--- src/rtl/baud_detector_pkg.sv ---
// Shared auto-baud definitions: baud codes, detector FSM states, default width thresholds.
// The CONFIRM states exist only when BAUD_DETECT_CONFIRM_EN is defined.
package baud_pkg;

  localparam logic [1:0] BAUD_9600   = 2'b00;
  localparam logic [1:0] BAUD_19200  = 2'b01;
  localparam logic [1:0] BAUD_57600  = 2'b10;
  localparam logic [1:0] BAUD_115200 = 2'b11;

  // Widths in 50 MHz sys_clk cycles
  localparam int unsigned MIN_W = 217;
  localparam int unsigned MAX_W = 7812;
  localparam int unsigned TH_0  = 3906;
  localparam int unsigned TH_1  = 1736;
  localparam int unsigned TH_2  = 651;

  typedef enum logic [2:0] {
    ST_IDLE,
    ST_ARM,
    ST_WAIT_FALL,
    ST_MEASURE
`ifdef BAUD_DETECT_CONFIRM_EN
    ,
    ST_CONFIRM_FALL,
    ST_CONFIRM_MEASURE
`endif
  } state_e;

  function automatic logic [1:0] baud_code(int unsigned w, int unsigned th0,
                                           int unsigned th1, int unsigned th2);
    if (w >= th0)      return BAUD_9600;
    else if (w >= th1) return BAUD_19200;
    else if (w >= th2) return BAUD_57600;
    else               return BAUD_115200;
  endfunction

endpackage

--- src/rtl/baud_detector_if.sv ---
// Control/result bundle between the auto-baud detector and its user.
interface baud_detector_if;
  logic       enable;
  logic       start;
  logic       rx;
  logic [1:0] usr_option;
  logic       valid;
  logic       error;
  logic       busy;

  modport master (output enable, start, rx, input usr_option, valid, error, busy);
  modport slave  (input enable, start, rx, output usr_option, valid, error, busy);
endinterface

--- src/rtl/baud_detector_sync_edge.sv ---
// 2-flop synchronizer with one-cycle rise/fall pulses; flops reset to the idle-high line level.
module sync_edge (
  input  logic sys_clk,
  input  logic reset_n,
  input  logic din,
  output logic dout,
  output logic rise,
  output logic fall
);
  logic meta, sync, dly;

  always_ff @(posedge sys_clk or negedge reset_n) begin
    if (!reset_n) begin
      meta <= 1'b1;
      sync <= 1'b1;
      dly  <= 1'b1;
    end else begin
      meta <= din;
      sync <= meta;
      dly  <= sync;
    end
  end

  assign dout = sync;
  assign rise = sync & ~dly;
  assign fall = ~sync & dly;
endmodule

--- src/rtl/baud_detector.sv ---
// Auto-baud detector: times the first low bit of a sync character and maps it to a baud code.
// Define BAUD_DETECT_CONFIRM_EN to require a second matching low pulse before reporting valid.
module baud_detector #(
  parameter int unsigned CNT_W = 13,
  parameter int unsigned MIN_W = baud_pkg::MIN_W,
  parameter int unsigned MAX_W = baud_pkg::MAX_W,
  parameter int unsigned TH_0  = baud_pkg::TH_0,
  parameter int unsigned TH_1  = baud_pkg::TH_1,
  parameter int unsigned TH_2  = baud_pkg::TH_2
) (
  input logic            sys_clk,
  input logic            reset_n,
  baud_detector_if.slave bus
);
  import baud_pkg::*;

  localparam logic [CNT_W-1:0] CNT_SAT = '1;

  logic             rx_s, rx_rise, rx_fall;
  state_e           state, state_nx;
  logic [CNT_W-1:0] cnt, cnt_nx;
  logic [1:0]       opt, opt_nx;
  logic             vld, vld_nx, err, err_nx;
  logic             in_rng, at_max;
  logic [1:0]       code;
`ifdef BAUD_DETECT_CONFIRM_EN
  logic [1:0]       code1, code1_nx;
`endif

  sync_edge u_sync (
    .sys_clk (sys_clk),
    .reset_n (reset_n),
    .din     (bus.rx),
    .dout    (rx_s),
    .rise    (rx_rise),
    .fall    (rx_fall)
  );

  assign in_rng = (32'(cnt) >= MIN_W) && (32'(cnt) <= MAX_W);
  assign at_max = 32'(cnt) >= MAX_W;
  assign code   = baud_code(32'(cnt), TH_0, TH_1, TH_2);

  always_ff @(posedge sys_clk or negedge reset_n) begin
    if (!reset_n) begin
      state <= ST_IDLE;
      cnt   <= '0;
      opt   <= BAUD_9600;
      vld   <= 1'b0;
      err   <= 1'b0;
`ifdef BAUD_DETECT_CONFIRM_EN
      code1 <= BAUD_9600;
`endif
    end else begin
      state <= state_nx;
      cnt   <= cnt_nx;
      opt   <= opt_nx;
      vld   <= vld_nx;
      err   <= err_nx;
`ifdef BAUD_DETECT_CONFIRM_EN
      code1 <= code1_nx;
`endif
    end
  end

  always_comb begin
    state_nx = state;
    cnt_nx   = cnt;
    opt_nx   = opt;
    vld_nx   = vld;
    err_nx   = err;
`ifdef BAUD_DETECT_CONFIRM_EN
    code1_nx = code1;
`endif
    if (!bus.enable) begin
      state_nx = ST_IDLE;
    end else begin
      case (state)
        ST_IDLE:
          if (bus.start) begin
            state_nx = ST_ARM;
            vld_nx   = 1'b0;
            err_nx   = 1'b0;
            cnt_nx   = '0;
          end
        // Wait for idle-high so a line already low is never timed mid-bit
        ST_ARM:
          if (rx_s) state_nx = ST_WAIT_FALL;
        ST_WAIT_FALL:
          if (rx_fall) begin
            state_nx = ST_MEASURE;
            cnt_nx   = CNT_W'(1);
          end
        ST_MEASURE:
          if (rx_rise) begin
            state_nx = ST_IDLE;
            if (!in_rng) begin
              err_nx = 1'b1;
            end else begin
`ifdef BAUD_DETECT_CONFIRM_EN
              code1_nx = code;
              state_nx = ST_CONFIRM_FALL;
`else
              opt_nx = code;
              vld_nx = 1'b1;
`endif
            end
          end else if (!rx_s) begin
            // Next low cycle would exceed MAX_W: abort without waiting for the rise
            if (at_max) begin
              state_nx = ST_IDLE;
              err_nx   = 1'b1;
            end else if (cnt != CNT_SAT) begin
              cnt_nx = cnt + 1'b1;
            end
          end
`ifdef BAUD_DETECT_CONFIRM_EN
        ST_CONFIRM_FALL:
          if (rx_fall) begin
            state_nx = ST_CONFIRM_MEASURE;
            cnt_nx   = CNT_W'(1);
          end
        ST_CONFIRM_MEASURE:
          if (rx_rise) begin
            state_nx = ST_IDLE;
            if (in_rng && code == code1) begin
              opt_nx = code;
              vld_nx = 1'b1;
            end else begin
              err_nx = 1'b1;
            end
          end else if (!rx_s) begin
            if (at_max) begin
              state_nx = ST_IDLE;
              err_nx   = 1'b1;
            end else if (cnt != CNT_SAT) begin
              cnt_nx = cnt + 1'b1;
            end
          end
`endif
        default: state_nx = ST_IDLE;
      endcase
    end
  end

  assign bus.usr_option = opt;
  assign bus.valid      = vld;
  assign bus.error      = err;
  assign bus.busy       = (state != ST_IDLE);

endmodule
--- src/flat_wrapper.sv ---
// flat-port wrapper written by rule: the top's interface ports become plain ports
module baud_detector_flat import baud_pkg::*;
#(
  parameter int unsigned CNT_W = 13,
  parameter int unsigned MIN_W = baud_pkg::MIN_W,
  parameter int unsigned MAX_W = baud_pkg::MAX_W,
  parameter int unsigned TH_0  = baud_pkg::TH_0,
  parameter int unsigned TH_1  = baud_pkg::TH_1,
  parameter int unsigned TH_2  = baud_pkg::TH_2
)
  (sys_clk, reset_n, bus_enable, bus_start, bus_rx, bus_usr_option, bus_valid, bus_error, bus_busy);
  baud_detector_if bus_i ();
  input logic sys_clk;
  input logic reset_n;
  input wire logic [$bits(bus_i.enable)-1:0] bus_enable;
  input wire logic [$bits(bus_i.start)-1:0] bus_start;
  input wire logic [$bits(bus_i.rx)-1:0] bus_rx;
  output wire logic [$bits(bus_i.usr_option)-1:0] bus_usr_option;
  output wire logic [$bits(bus_i.valid)-1:0] bus_valid;
  output wire logic [$bits(bus_i.error)-1:0] bus_error;
  output wire logic [$bits(bus_i.busy)-1:0] bus_busy;
  assign bus_i.enable = bus_enable;
  assign bus_i.start = bus_start;
  assign bus_i.rx = bus_rx;
  assign bus_usr_option = bus_i.usr_option;
  assign bus_valid = bus_i.valid;
  assign bus_error = bus_i.error;
  assign bus_busy = bus_i.busy;
  baud_detector #(.CNT_W(CNT_W), .MIN_W(MIN_W), .MAX_W(MAX_W), .TH_0(TH_0), .TH_1(TH_1), .TH_2(TH_2)) u_core (.sys_clk(sys_clk), .reset_n(reset_n), .bus(bus_i));
endmodule
--- config.mk ---
export PLATFORM = sky130hd
export DESIGN_NAME = baud_detector_flat
export DESIGN_NICKNAME = d
export VERILOG_FILES = /design/src/rtl/baud_detector_pkg.sv /design/src/rtl/baud_detector_if.sv /design/src/rtl/baud_detector_sync_edge.sv /design/src/rtl/baud_detector.sv /design/src/flat_wrapper.sv
export SDC_FILE = /design/constraint.sdc
export NUM_CORES = 1
export LEC_CHECK = 0
export CAP_MARGIN = 25
export CORE_MARGIN = 1.5
export CORE_UTILIZATION = 60
export CTS_CLUSTER_SIZE = 40
export DETAILED_ROUTE_END_ITERATION = 10
export PLACE_DENSITY = 0.89
export RECOVER_POWER = 50
export SYNTH_ARGS = -nofsm -noshare
export SYNTH_HDL_FRONTEND = slang
export SYNTH_SLANG_ARGS = --single-unit
--- constraint.sdc ---
create_clock -name sys_clk -period 4.4 [get_ports sys_clk]
set_input_delay 0.88 -clock sys_clk [delete_from_list [all_inputs] [get_ports sys_clk]]
set_output_delay 0.88 -clock sys_clk [all_outputs]
set_load 0.01 [all_outputs]
# Word-level counts from Yosys, hierarchy flattened
# Cells that the tools add are included.
[totals] regBits=23 latch_bits=0 ramBits=0 rom_bits=0 input_bits=5 output_inout_bits=5 word_cells=76 mem_count=0
[op_classes] addsub=1 multipliers=0 div=0 order_cmp=6 eq_ne=20 n_shift=0 muxes=27 bitwise_logic=4 n_reduce_logical=10
[ops] cell="$mux 13" n=6
[ops] cell="$pmux 13 s3" n=1
[ops] cell="$mux 3" n=7
[ops] cell="$add 13x1->13 const B" n=1
[ops] cell="$ge 13x10->1 const B" n=1
[ops] cell="$ge 13x11->1 const B" n=1
[ops] cell="$ge 13x12->1 const B" n=1
[ops] cell="$ge 13x13->1 const B" n=1
[ops] cell="$ge 13x8->1 const B" n=1
[ops] cell="$le 13x13->1 const B" n=1
[ops] cell="$ne 13x13->1 const B" n=1
[ops] cell="$pmux 3 s4" n=1
[ops] cell="$reduce_and 5->1" n=2
[ops] cell="$ne 3x3->1 const B" n=3
[ops] cell="$mux 1" n=8
[ops] cell="$ne 2x1->1 const B" n=4
[ops] cell="$ne 2x2->1 const B" n=4
[ops] cell="$reduce_and 8->1" n=1
[ops] cell="$eq 3x2->1 const B" n=2
[ops] cell="$ne 3x2->1 const B" n=2
[ops] cell="$reduce_and 6->1" n=1
[ops] cell="$reduce_bool 3->1" n=2
[ops] cell="$mux 2" n=2
[ops] cell="$ne 4x2->1 const B" n=1
[ops] cell="other kinds (10)" n=13

# Longest topological paths before layout
# Gate-level depths: netlist (run 1).
[depth] depth_word=6 mapped_depth=9 ltp_nobuf=7

# Hierarchy
# Synthesis (run 1) repeated with hierarchy kept, for this count alone.
[hier_totals] hier_cells=170 hier_area_um2=1436.4
[modules_own_cells] mod="baud_detector" instances=1 cells_each=165 area_each_um2=1342.5 seq_area_each_um2=475.5
[modules_own_cells] mod="sync_edge" instances=1 cells_each=5 area_each_um2=93.8 seq_area_each_um2=78.8

# Worst setup path before layout (run 1)
# No wires, ideal clock.
[synth_path] path_kind="in2reg" start="in bus_start" end="reg u_core.cnt[5]" setup_ns=0.077 t_arrival_ns=2.102 required_time_ns=4.323 slack_ns=2.221 stages=6 path_buffers=1 path_cell_list="nor2b_1 > a2111o_1 > buf_6 > a311oi_2 > or3b_1 > o21ai_1"
[synth_via] elab_chain_len=2
[synth_rtl] item="start: declaration" line_no="flat_wrapper.sv:16" source="input wire logic [$bits(bus_i.start)-1:0] bus_start;"
[synth_rtl] item="$ne 2x2->1 (no source line)"
[synth_rtl] item="$reduce_and 8->1 (no source line)"
[synth_rtl] item="end signal: assignment" line_no="baud_detector.sv:55" source="cnt <= cnt_nx;"
[synth_rtl] item="end: declaration" line_no="baud_detector.sv:21" source="logic [CNT_W-1:0] cnt, cnt_nx;"
# No other way between the ends.
# A chain may end at the register's enable or synchronous reset.

# Final worst setup path (run 1)
[layout_path] start="reg u_core.state[0]" end="reg u_core.cnt[7]"
[layout_via] elab_chain_len=3 word_cells_on_any_way=12 cone_classes="eq/ne (8); mux (1); reduce/logical (3)"
[layout_rtl] item="start: declaration" line_no="baud_detector.sv:20" source="state_e state, state_nx;"
[layout_rtl] item="start signal: assignment" line_no="baud_detector.sv:54" source="state <= state_nx;"
[layout_rtl] item="$eq 3x2->1 or $logic_not 3->1 (tied branches)" line_no="baud_detector.sv:77" source="case (state)"
[layout_rtl] item="$ne 2x2->1 (no source line), or another cell as far along"
[layout_rtl] item="$reduce_and 8->1 (no source line)"
# Parallel ways exist; a longest one is shown, timed or not.

==> results.md, run 1 <==
- The remaining global-route overflow is 0.
- The count of buffers inserted at the top-level ports is 9.
- The wire length of the first global-routing pass is 5680 microns.
- STA puts the critical path data required time at 4.61 ns.
- Dividing the detail-routed wire length by the instance count gives approximately 17 microns.
- The number of cells upsized or downsized after cts is 0.
- The number of clock buffers added by TritonCTS is 3.
- IR analysis of the VDD net gives a maximum drop of ~0.38 mV.
- In this run the worst path has a maximum fanout of 21.
- Measured against its own limit, the worst slew margin works out to 0.264.
- The async set-or-reset flop fraction in the synthesized netlist is 1.00.
- The number of global-route vias before repair is between 1000 and 1500.
- Across the whole layout, storage elements account for 554 sq um.
- The number of cell instances on the worst register-to-register path is 6.
- The count of warnings emitted by yosys is 0.
- In this run the horizontal extent of the chip is 53.3 microns.
- The worst hold path depth is 0.
- The via-per-instance ratio is between 6 and 7.
- The number of vias after detailed routing is 1391.
- The number of H-tree levels is 1.
- For this run, global-route usage on met3 was measured as 0.0395.
- The clock network latency to the later pin of the worst-skew pair is 0.32 ns.
- Of the available clock period, the critical path in the final layout requires 0.633.
- A synthesized cell averages 8.83 sq um.
- Routability-driven placement finished with a final weighted congestion of 0.986.
- The floorplan step defined a die boundary enclosing around 2800 sq um.
- The setup violation total in the final timing report is 0.
- The root buffer cell chosen for the clock tree is sky130_fd_sc_hd__clkbuf_4.
- The worst hold slack is 0.371 ns.
- The floorplan has 18 rows.
- Entering global routing, the biggest net connects 23 pins.
- The number of max-capacitance violations reported is 0.
- In this run the vertical extent of the chip is 53.3 microns.
- The estimated wirelength of the detail-placed design is 2480 microns.
- The number of antenna violations at the first check in global routing is 0.
- The critical path class is reg2reg.
- The number of cells produced by synthesis is 172.
- The flow ran to the end, and the final reports show no timing, DRC or antenna violations.
- In this run the static leakage power is between 0.7 and 0.8 nW.
- The fraction of layout cells with a size suffix above 1 is 0.0795.
- The aggregate negative setup slack is 0 ns.
- The time the worst path needs with I/O delays and setup is 2.78 ns.
- Dividing total power by cell area gives a power density of 355 nW/um^2.
- After the last flow step, the layout net total stands at 189.
- The worst hold path belongs to the class reg2reg.
- STA puts the critical path data arrival time at 2.99 ns.
- Once detail routing completed, the nets flagged for antenna violations numbered 0.
- Hold repair after CTS inserted 0 buffers.
- TritonCTS built the clock tree.
- The layer flagged by global routing as most heavily used is met2.
- Summing all multi-input logic gate instances after layout gives between 800 and 900 sq um.
- The kind of end point of the critical path is a flip-flop.
- Traced cell by cell, the critical path runs through ha_1 -> a21o_1 -> a2111o_1 -> a31oi_2 -> a31oi_1 -> a41o_1.
- The region available for standard cell placement spans 2430 sq um.
- The number of distinct library cells after synthesis is 54.
- For this block, the routed nets add up to between 3000 and 4000 microns of wire.
- Buffers added to address setup during post-CTS repair amount to 0.
- The residual DRC count is 0.
- The number of pins with negative max-slew slack in the final report is 0.
- Once layout is complete, the utilization of the core stands at 0.669.
- Setup repair after global routing left no endpoint under its margin.
- The count of pins on the block boundary is 10.
- For this design, the slowest cell found on the critical path is sky130_fd_sc_hd__a2111o_1.
- Relative to the synthesized area, the layout overhead comes to 7.17%.
- The synthesized area is around 1500 sq um.
- The worst setup path is launched from a flip-flop.
- For this run, global-route usage on met2 was measured as 0.451.
- Leaving out filler cells and counting taps, the final layout contains 206.
- The origin of the critical flop-to-flop path is u_core.state[0].
- In this run, synthesis produced a sequential element count of 22.
- The count of flip-flops with a built-in enable after synthesis is 0.
- For this run, the register share of the synthesized area comes to 0.365.
- The most common flop cell mapped by yosys is sky130_fd_sc_hd__dfrtp_1.
- No sink is reached through more buffers than the 2 on the longest clock path.
- The total track usage is 0.275.
- Before antenna repair, the detailed router went through 5 iterations.
- Clock-pin slew was measured on the worst setup and hold paths at approximately 0.12 ns.
- The total nets after synthesis is 184.
- For the pin with the worst max-slew slack, the measured transition is 1.10 ns.
- Counting tap cells, the placed design contains a total of between 200 and 250 instances.
- For this run, the top clock speed supported by timing is 359 MHz.
- The number of antenna diodes in the final layout is 0.
- The final-report hold violation count was 0.
- The global-route track usage on met1 is 0.352.
- The most critical setup path has its startpoint at u_core.state[0].
- The number of sinks handled by clock tree synthesis is 22.
- The filler cells instantiated in the layout total about 190.
- For this configuration, the core starts out at a cell density of 0.624.
- Between clock sinks in the finished design, the worst skew comes to 0.00935 ns.
- The start point of the worst min-delay path is u_core.u_sync.meta.
- On the worst path, the slowest cell contributes a delay of 0.68 ns.
- In this run, the number of DRC markers left after iteration 0 of detailed routing was 57.
==> cell families (layout without fill, tap and decap cells) <==
logic type / Yosys count / count (layout) / synth area share
and+or+nand+nor: 63 / 63 / 0.216
muxes: 4 / 4 / 0.0272
DFF: 22 / 22 / 0.365
adders and majority gates: 7 / 7 / 0.0577
AOI/OAI and AO/OA: 55 / 55 / 0.275
buffers and inverters: 21 / 25 / 0.0593
==> worst max-delay path: cells and delay by family, from the launching register on <==
kind	cells	cell delay, ns
AO/OA/AOI/OAI	5	1.76
flip-flops	1	0.43
adder cells (fa/ha/maj)	1	0.48
==> synthesized netlist by cell type (3+ instances only) <==
master	number	area, sq um
sky130_fd_sc_hd__mux2i_1	3	30.0
sky130_fd_sc_hd__ha_1	7	87.6
sky130_fd_sc_hd__a31oi_1	3	18.8
sky130_fd_sc_hd__buf_2	3	15.0
sky130_fd_sc_hd__clkbuf_1	6	22.5
sky130_fd_sc_hd__o21ai_0	10	50.1
sky130_fd_sc_hd__nor2b_1	3	18.8
sky130_fd_sc_hd__nor2_1	20	75.1
sky130_fd_sc_hd__nand3_1	8	40.0
sky130_fd_sc_hd__inv_1	11	41.3
sky130_fd_sc_hd__nand2_1	6	22.5
sky130_fd_sc_hd__a22o_1	3	26.3
sky130_fd_sc_hd__dfstp_2	3	78.8
sky130_fd_sc_hd__a21oi_1	10	50.1
sky130_fd_sc_hd__dfrtp_1	19	475
sky130_fd_sc_hd__nor3_1	3	15.0
sky130_fd_sc_hd__nand4_1	4	25.0
==> cells in the final DEF, fill, tap and decap left out, types with 3 or more instances in the layout <==
cell,netlist,final
sky130_fd_sc_hd__a22o_1,3,3
sky130_fd_sc_hd__clkdlybuf4s50_1,0,7
sky130_fd_sc_hd__o21ai_0,10,10
sky130_fd_sc_hd__ha_1,7,7
sky130_fd_sc_hd__clkbuf_4,0,3
sky130_fd_sc_hd__nor3_1,3,3
sky130_fd_sc_hd__nand4_1,4,4
sky130_fd_sc_hd__mux2i_1,3,3
sky130_fd_sc_hd__nor2b_1,3,3
sky130_fd_sc_hd__a31oi_1,3,3
sky130_fd_sc_hd__nor2_1,20,20
sky130_fd_sc_hd__nand3_1,8,8
sky130_fd_sc_hd__nand2_1,6,6
sky130_fd_sc_hd__dfrtp_1,19,19
sky130_fd_sc_hd__a21oi_1,10,10
sky130_fd_sc_hd__inv_1,11,11
==> metal layers <==
| metal | wire, microns | vias up |
|---|---|---|
| li1 | - | 651 |
| met1 | 1470 | 657 |
| met4 | 88 | 0 |
| met2 | 1710 | 70 |
| met3 | 256 | 13 |
| met5 | 0 | - |
==> metrics by stage <==
stage	setup slack, ns	power, mW	cell area (sq um)
floorplan	2.22	0.420	1520
global route	1.43	0.619	1630
detailed placement	1.39	0.481	1600
finish	1.62	0.577	1630
CTS	1.65	0.578	1620
global placement	1.48	0.468	1600
==> final timing paths <==
kind	endpoint	slack [ns]
worst max register to register	u_core.cnt[7]	1.62
min in group asynchronous	u_core.cnt[2]	0.79
max in group asynchronous	u_core.cnt[5]	2.36
worst min register to register	u_core.u_sync.dout	0.37
worst max-delay path	u_core.cnt[7]	1.62
worst min-delay path	u_core.u_sync.dout	0.37
==> state kept, by name (all words and copies together) (netlist names) <==
register,count
u_core.bus.valid,1
u_core.u_sync.dly,1
u_core.state,2
u_core.u_sync.dout,1
u_core.bus.usr_option,2
u_core.u_sync.meta,1
u_core.bus.error,1
u_core.cnt,13
==> power by group <==
group          leakage (nW)  internal, mW  switching [mW]
Clock                0.0150        0.0355          0.0633
Sequential            0.282         0.222          0.0246
Combinational         0.410        0.0947           0.137
==> layout make-up <==
type                       instances  area share
multi-input combinational        129       0.537
sequential                        22       0.341
timing repair buffer              10      0.0576
inverter                          11      0.0254
tap                               30      0.0231
clock buffer                       4      0.0161
No activity file was read; power rests on OpenSTA's default activity.
==> run 2, diff against run 1 <==
--- a/config.mk
+++ b/config.mk
@@ -7,10 +7,10 @@
 export LEC_CHECK = 0
 export CAP_MARGIN = 25
 export CORE_MARGIN = 1.5
-export CORE_UTILIZATION = 60
+export CORE_UTILIZATION = 58
 export CTS_CLUSTER_SIZE = 40
 export DETAILED_ROUTE_END_ITERATION = 10
-export PLACE_DENSITY = 0.89
+export PLACE_DENSITY = 0.86
 export RECOVER_POWER = 50
 export SYNTH_ARGS = -nofsm -noshare
 export SYNTH_HDL_FRONTEND = slang
==> constraint.sdc (replaced) <==
create_clock -name sys_clk -period 2.9 [get_ports sys_clk]
set_input_delay 0.58 -clock sys_clk [delete_from_list [all_inputs] [get_ports sys_clk]]
set_output_delay 0.58 -clock sys_clk [all_outputs]
set_load 0.01 [all_outputs]
==> run 2 against run 1 <==
Critical path depth rose by 1. Via count is 2.6% lower. First-iteration DRC count grew 25%. Non-clock buffer count grew 2.
==> results.md, run 2 (synthesized netlist as in run 1, its figures left out) <==
- The run finished with clean final reports.
- After detailed routing, the number of remaining DRC violations is 0.
- The number of nets with antenna violations after routing is 0.
- Final hold analysis gives a worst-case slack of 0.380 ns.
- Summing all non-filler instances in the final layout gives an area of 1650 sq um.
- After filler insertion, the fill cell instance count of the layout stands at roughly 210.
- In this run the most critical hold path is launched from u_core.u_sync.meta.
- The final routed wire length divided by cell count is between 15 and 20 microns.
- The area inside the core boundary is about 2500 sq um.
- In this run the worst path has a maximum fanout of 19.
- The die is around 54 microns wide.
- The pre-antenna-repair detailed-routing pass consisted of 4 iterations.
- The clock-pin slew reported for the worst setup and hold paths after clock tree synthesis is approximately 0.12 ns.
- The number of global-route vias before repair came to 1200.
- In this run the tool buffered the top-level ports with 9 buffer cells.
- For this configuration, the core starts out at a cell density of 0.613.
- The tree is rooted in a sky130_fd_sc_hd__clkbuf_4.
- The number of H-tree levels is 1.
- The worst register-to-register path ends at u_core.cnt[5].
- The pin count of the biggest net entering global routing is 23.
- The time the worst path needs with I/O delays and setup is 2.52 ns.
- Ranked by flip-flop count, first place goes to u_core.cnt.
- The worst clock skew is 0.00565 ns.
- The relative area change from synthesis to final layout is 8.81%.
- The post-route fraction of the period consumed by the critical path is 0.871.
- After clock tree synthesis, the flow added hold-fix buffers numbering 0.
- The longest clock path from root to sink contains 2 buffers.
- The routed design has 3280 microns of wire.
- The number of vias after detailed routing is 1355.
- The number of cell instances on the worst register-to-register path is 7.
- The worst hold path depth is 0.
- After global routing, the most crowded layer is met2.
- In the global route stage, met3 resource usage came out at 0.0389.
- The fraction of layout cells with a size suffix above 1 is 0.0955.
- The number of gates resized after CTS was 0.
- In the layout the commonest cells are 20 x sky130_fd_sc_hd__nor2_1, 19 x sky130_fd_sc_hd__dfrtp_1, 11 x sky130_fd_sc_hd__inv_1.
- The kind of end point of the critical path is a flip-flop.
- The remaining global-route overflow is 0.
- The antenna diode instance count is 0.
- The post-CTS repair timing setup buffer count is 0.
- Across the VDD grid, the largest voltage drop is 0.517 mV.
- The tool flagged a number of max-cap violations equal to 0.
- The setup path with the least slack is of type reg2reg.
- For this run, the top clock speed supported by timing is 396 MHz.
- Setup violations remaining at the end of the flow were counted as 0.
- The transition time at the pin with the least slew margin is 1.16 ns.
- Setup repair after global routing left no endpoint under its margin.
- In the final design database the tool counted 191 nets.
- For this run, the total global-route usage over all layers was measured as 0.263.
- The wire length of the first global-routing pass is between 5000 and 6000 microns.
- For met1 alone, demand over resource in global routing was 0.357.
- The setup slack of the worst register-to-register path is between 0.3 and 0.4 ns.
- The estimated wirelength of the detail-placed design is about 2400 microns.
- The origin of the critical flop-to-flop path is u_core.state[0].
- The power per cell area is 546 nW/um^2.
- The floorplan has 18 rows.
- The count of pins on the block boundary is 10.
- TritonCTS built the clock tree.
- In this run the static leakage power is a little over 0.7 nW.
- The area of the die is a little under 3000 sq um.
- The number of antenna violations at the first check in global routing is 0.
- The normalized max-slew margin is 0.228.
- The required time reported for the critical path endpoint is around 3.2 ns.
- STA classifies the critical path startpoint as a flip-flop.
- Dividing the detail-routed via count by the number of cells gives approximately 6.5.
- The routing usage on met2 is 0.424.
- The number of pins with negative max-slew slack in the final report is 0.
- The clock network latency to the later pin of the worst-skew pair is around 0.32 ns.
- The aggregate negative setup slack is 0 ns.
- The initial detailed-routing violation count is 71.
- Counting the buffers created by CTS gives 3.
- The endpoint with the worst hold slack is u_core.u_sync.dout.
- The final-report hold violation count is 0.
- The instance area at placement is around 1600 sq um.
- The flip-flop count of the largest register, all copies and words added is 13.
- The die span in y is between 50 and 60 microns.
- The worst hold path class is reg2reg.
- The global placer's final weighted congestion is 0.892.
- Leaving out fill and tap cells, the most frequent cell in the layout is sky130_fd_sc_hd__nor2_1.
- The number of sinks handled by clock tree synthesis is 22.
- The data arrival at the endpoint of the critical path is 2.79 ns.
## run 2: changes by cell type in the layout (fill, tap and decap cells not counted), sizes merged
| cell | delta |
|---|---|
| buf | +2 |
## run 2: worst max-delay path, cell delays in order, from the launching register on
cell and delay [ns]:
sky130_fd_sc_hd__dfrtp_1 0.42, sky130_fd_sc_hd__inv_1 0.09, sky130_fd_sc_hd__ha_1 0.25, sky130_fd_sc_hd__a21o_1 0.17
sky130_fd_sc_hd__a2111o_1 0.68, sky130_fd_sc_hd__a311oi_2 0.39, sky130_fd_sc_hd__or3b_1 0.38, sky130_fd_sc_hd__o21ai_1 0.08
## run 2: power breakdown
group          internal [mW]  leakage, nW  switching [mW]
logic                  0.146        0.421           0.208
registers              0.337        0.282          0.0362
clock network         0.0770       0.0210          0.0981
total                  0.560        0.724           0.343
## run 2: routing by layer
layer  vias to the layer above  part of all wire
li1                        654                 -
met1                       652              0.46
met2                        47              0.48
met3                         2             0.056
met4                         0             0.012
met5                         -                 0
## run 2: worst max path at each step
stage / from / endpoint / slack [ns] / cells after the start
final: u_core.state[0] / u_core.cnt[5] / 0.38 / 7
after global routing: u_core.state[0] / u_core.cnt[7] / 0.27 / 7
after CTS: u_core.state[0] / u_core.cnt[5] / 0.40 / 7
after detailed placement: bus_start / u_core.cnt[7] / 0.23 / 6
after global placement: bus_start / u_core.cnt[7] / 0.27 / 6
after floorplan: u_core.state[0] / u_core.cnt[5] / 0.81 / 8
## run 2: metrics by stage
stage                     setup WS (ns)   util  instances  power, mW
final                             0.375  0.667        208      0.903
after global routing              0.265  0.667        208      0.968
after CTS                         0.397  0.669        208      0.909
after detailed placement          0.226  0.654        204      0.735
after global placement            0.272  0.654        204      0.713
after floorplan                   0.809      -        172      0.637
## run 2: final cells by class
type                       instances  area, sq um  share of cell area
multi-input combinational        129          875               0.529
sequential                        22          554               0.335
timing repair buffer              12          109              0.0659
inverter                          11         41.3              0.0250
tap                               30         37.5              0.0227
clock buffer                       4         36.3              0.0220
==> run 3, diff against run 2 <==
--- a/config.mk
+++ b/config.mk
@@ -10,6 +10,7 @@
 export CORE_UTILIZATION = 58
 export CTS_CLUSTER_SIZE = 40
 export DETAILED_ROUTE_END_ITERATION = 10
+export HOLD_SLACK_MARGIN = 0.1
 export PLACE_DENSITY = 0.86
 export RECOVER_POWER = 50
 export SYNTH_ARGS = -nofsm -noshare
==> results of run 3 <==
Same layout as run 2: the final DEF is identical, and so are final timing and power.
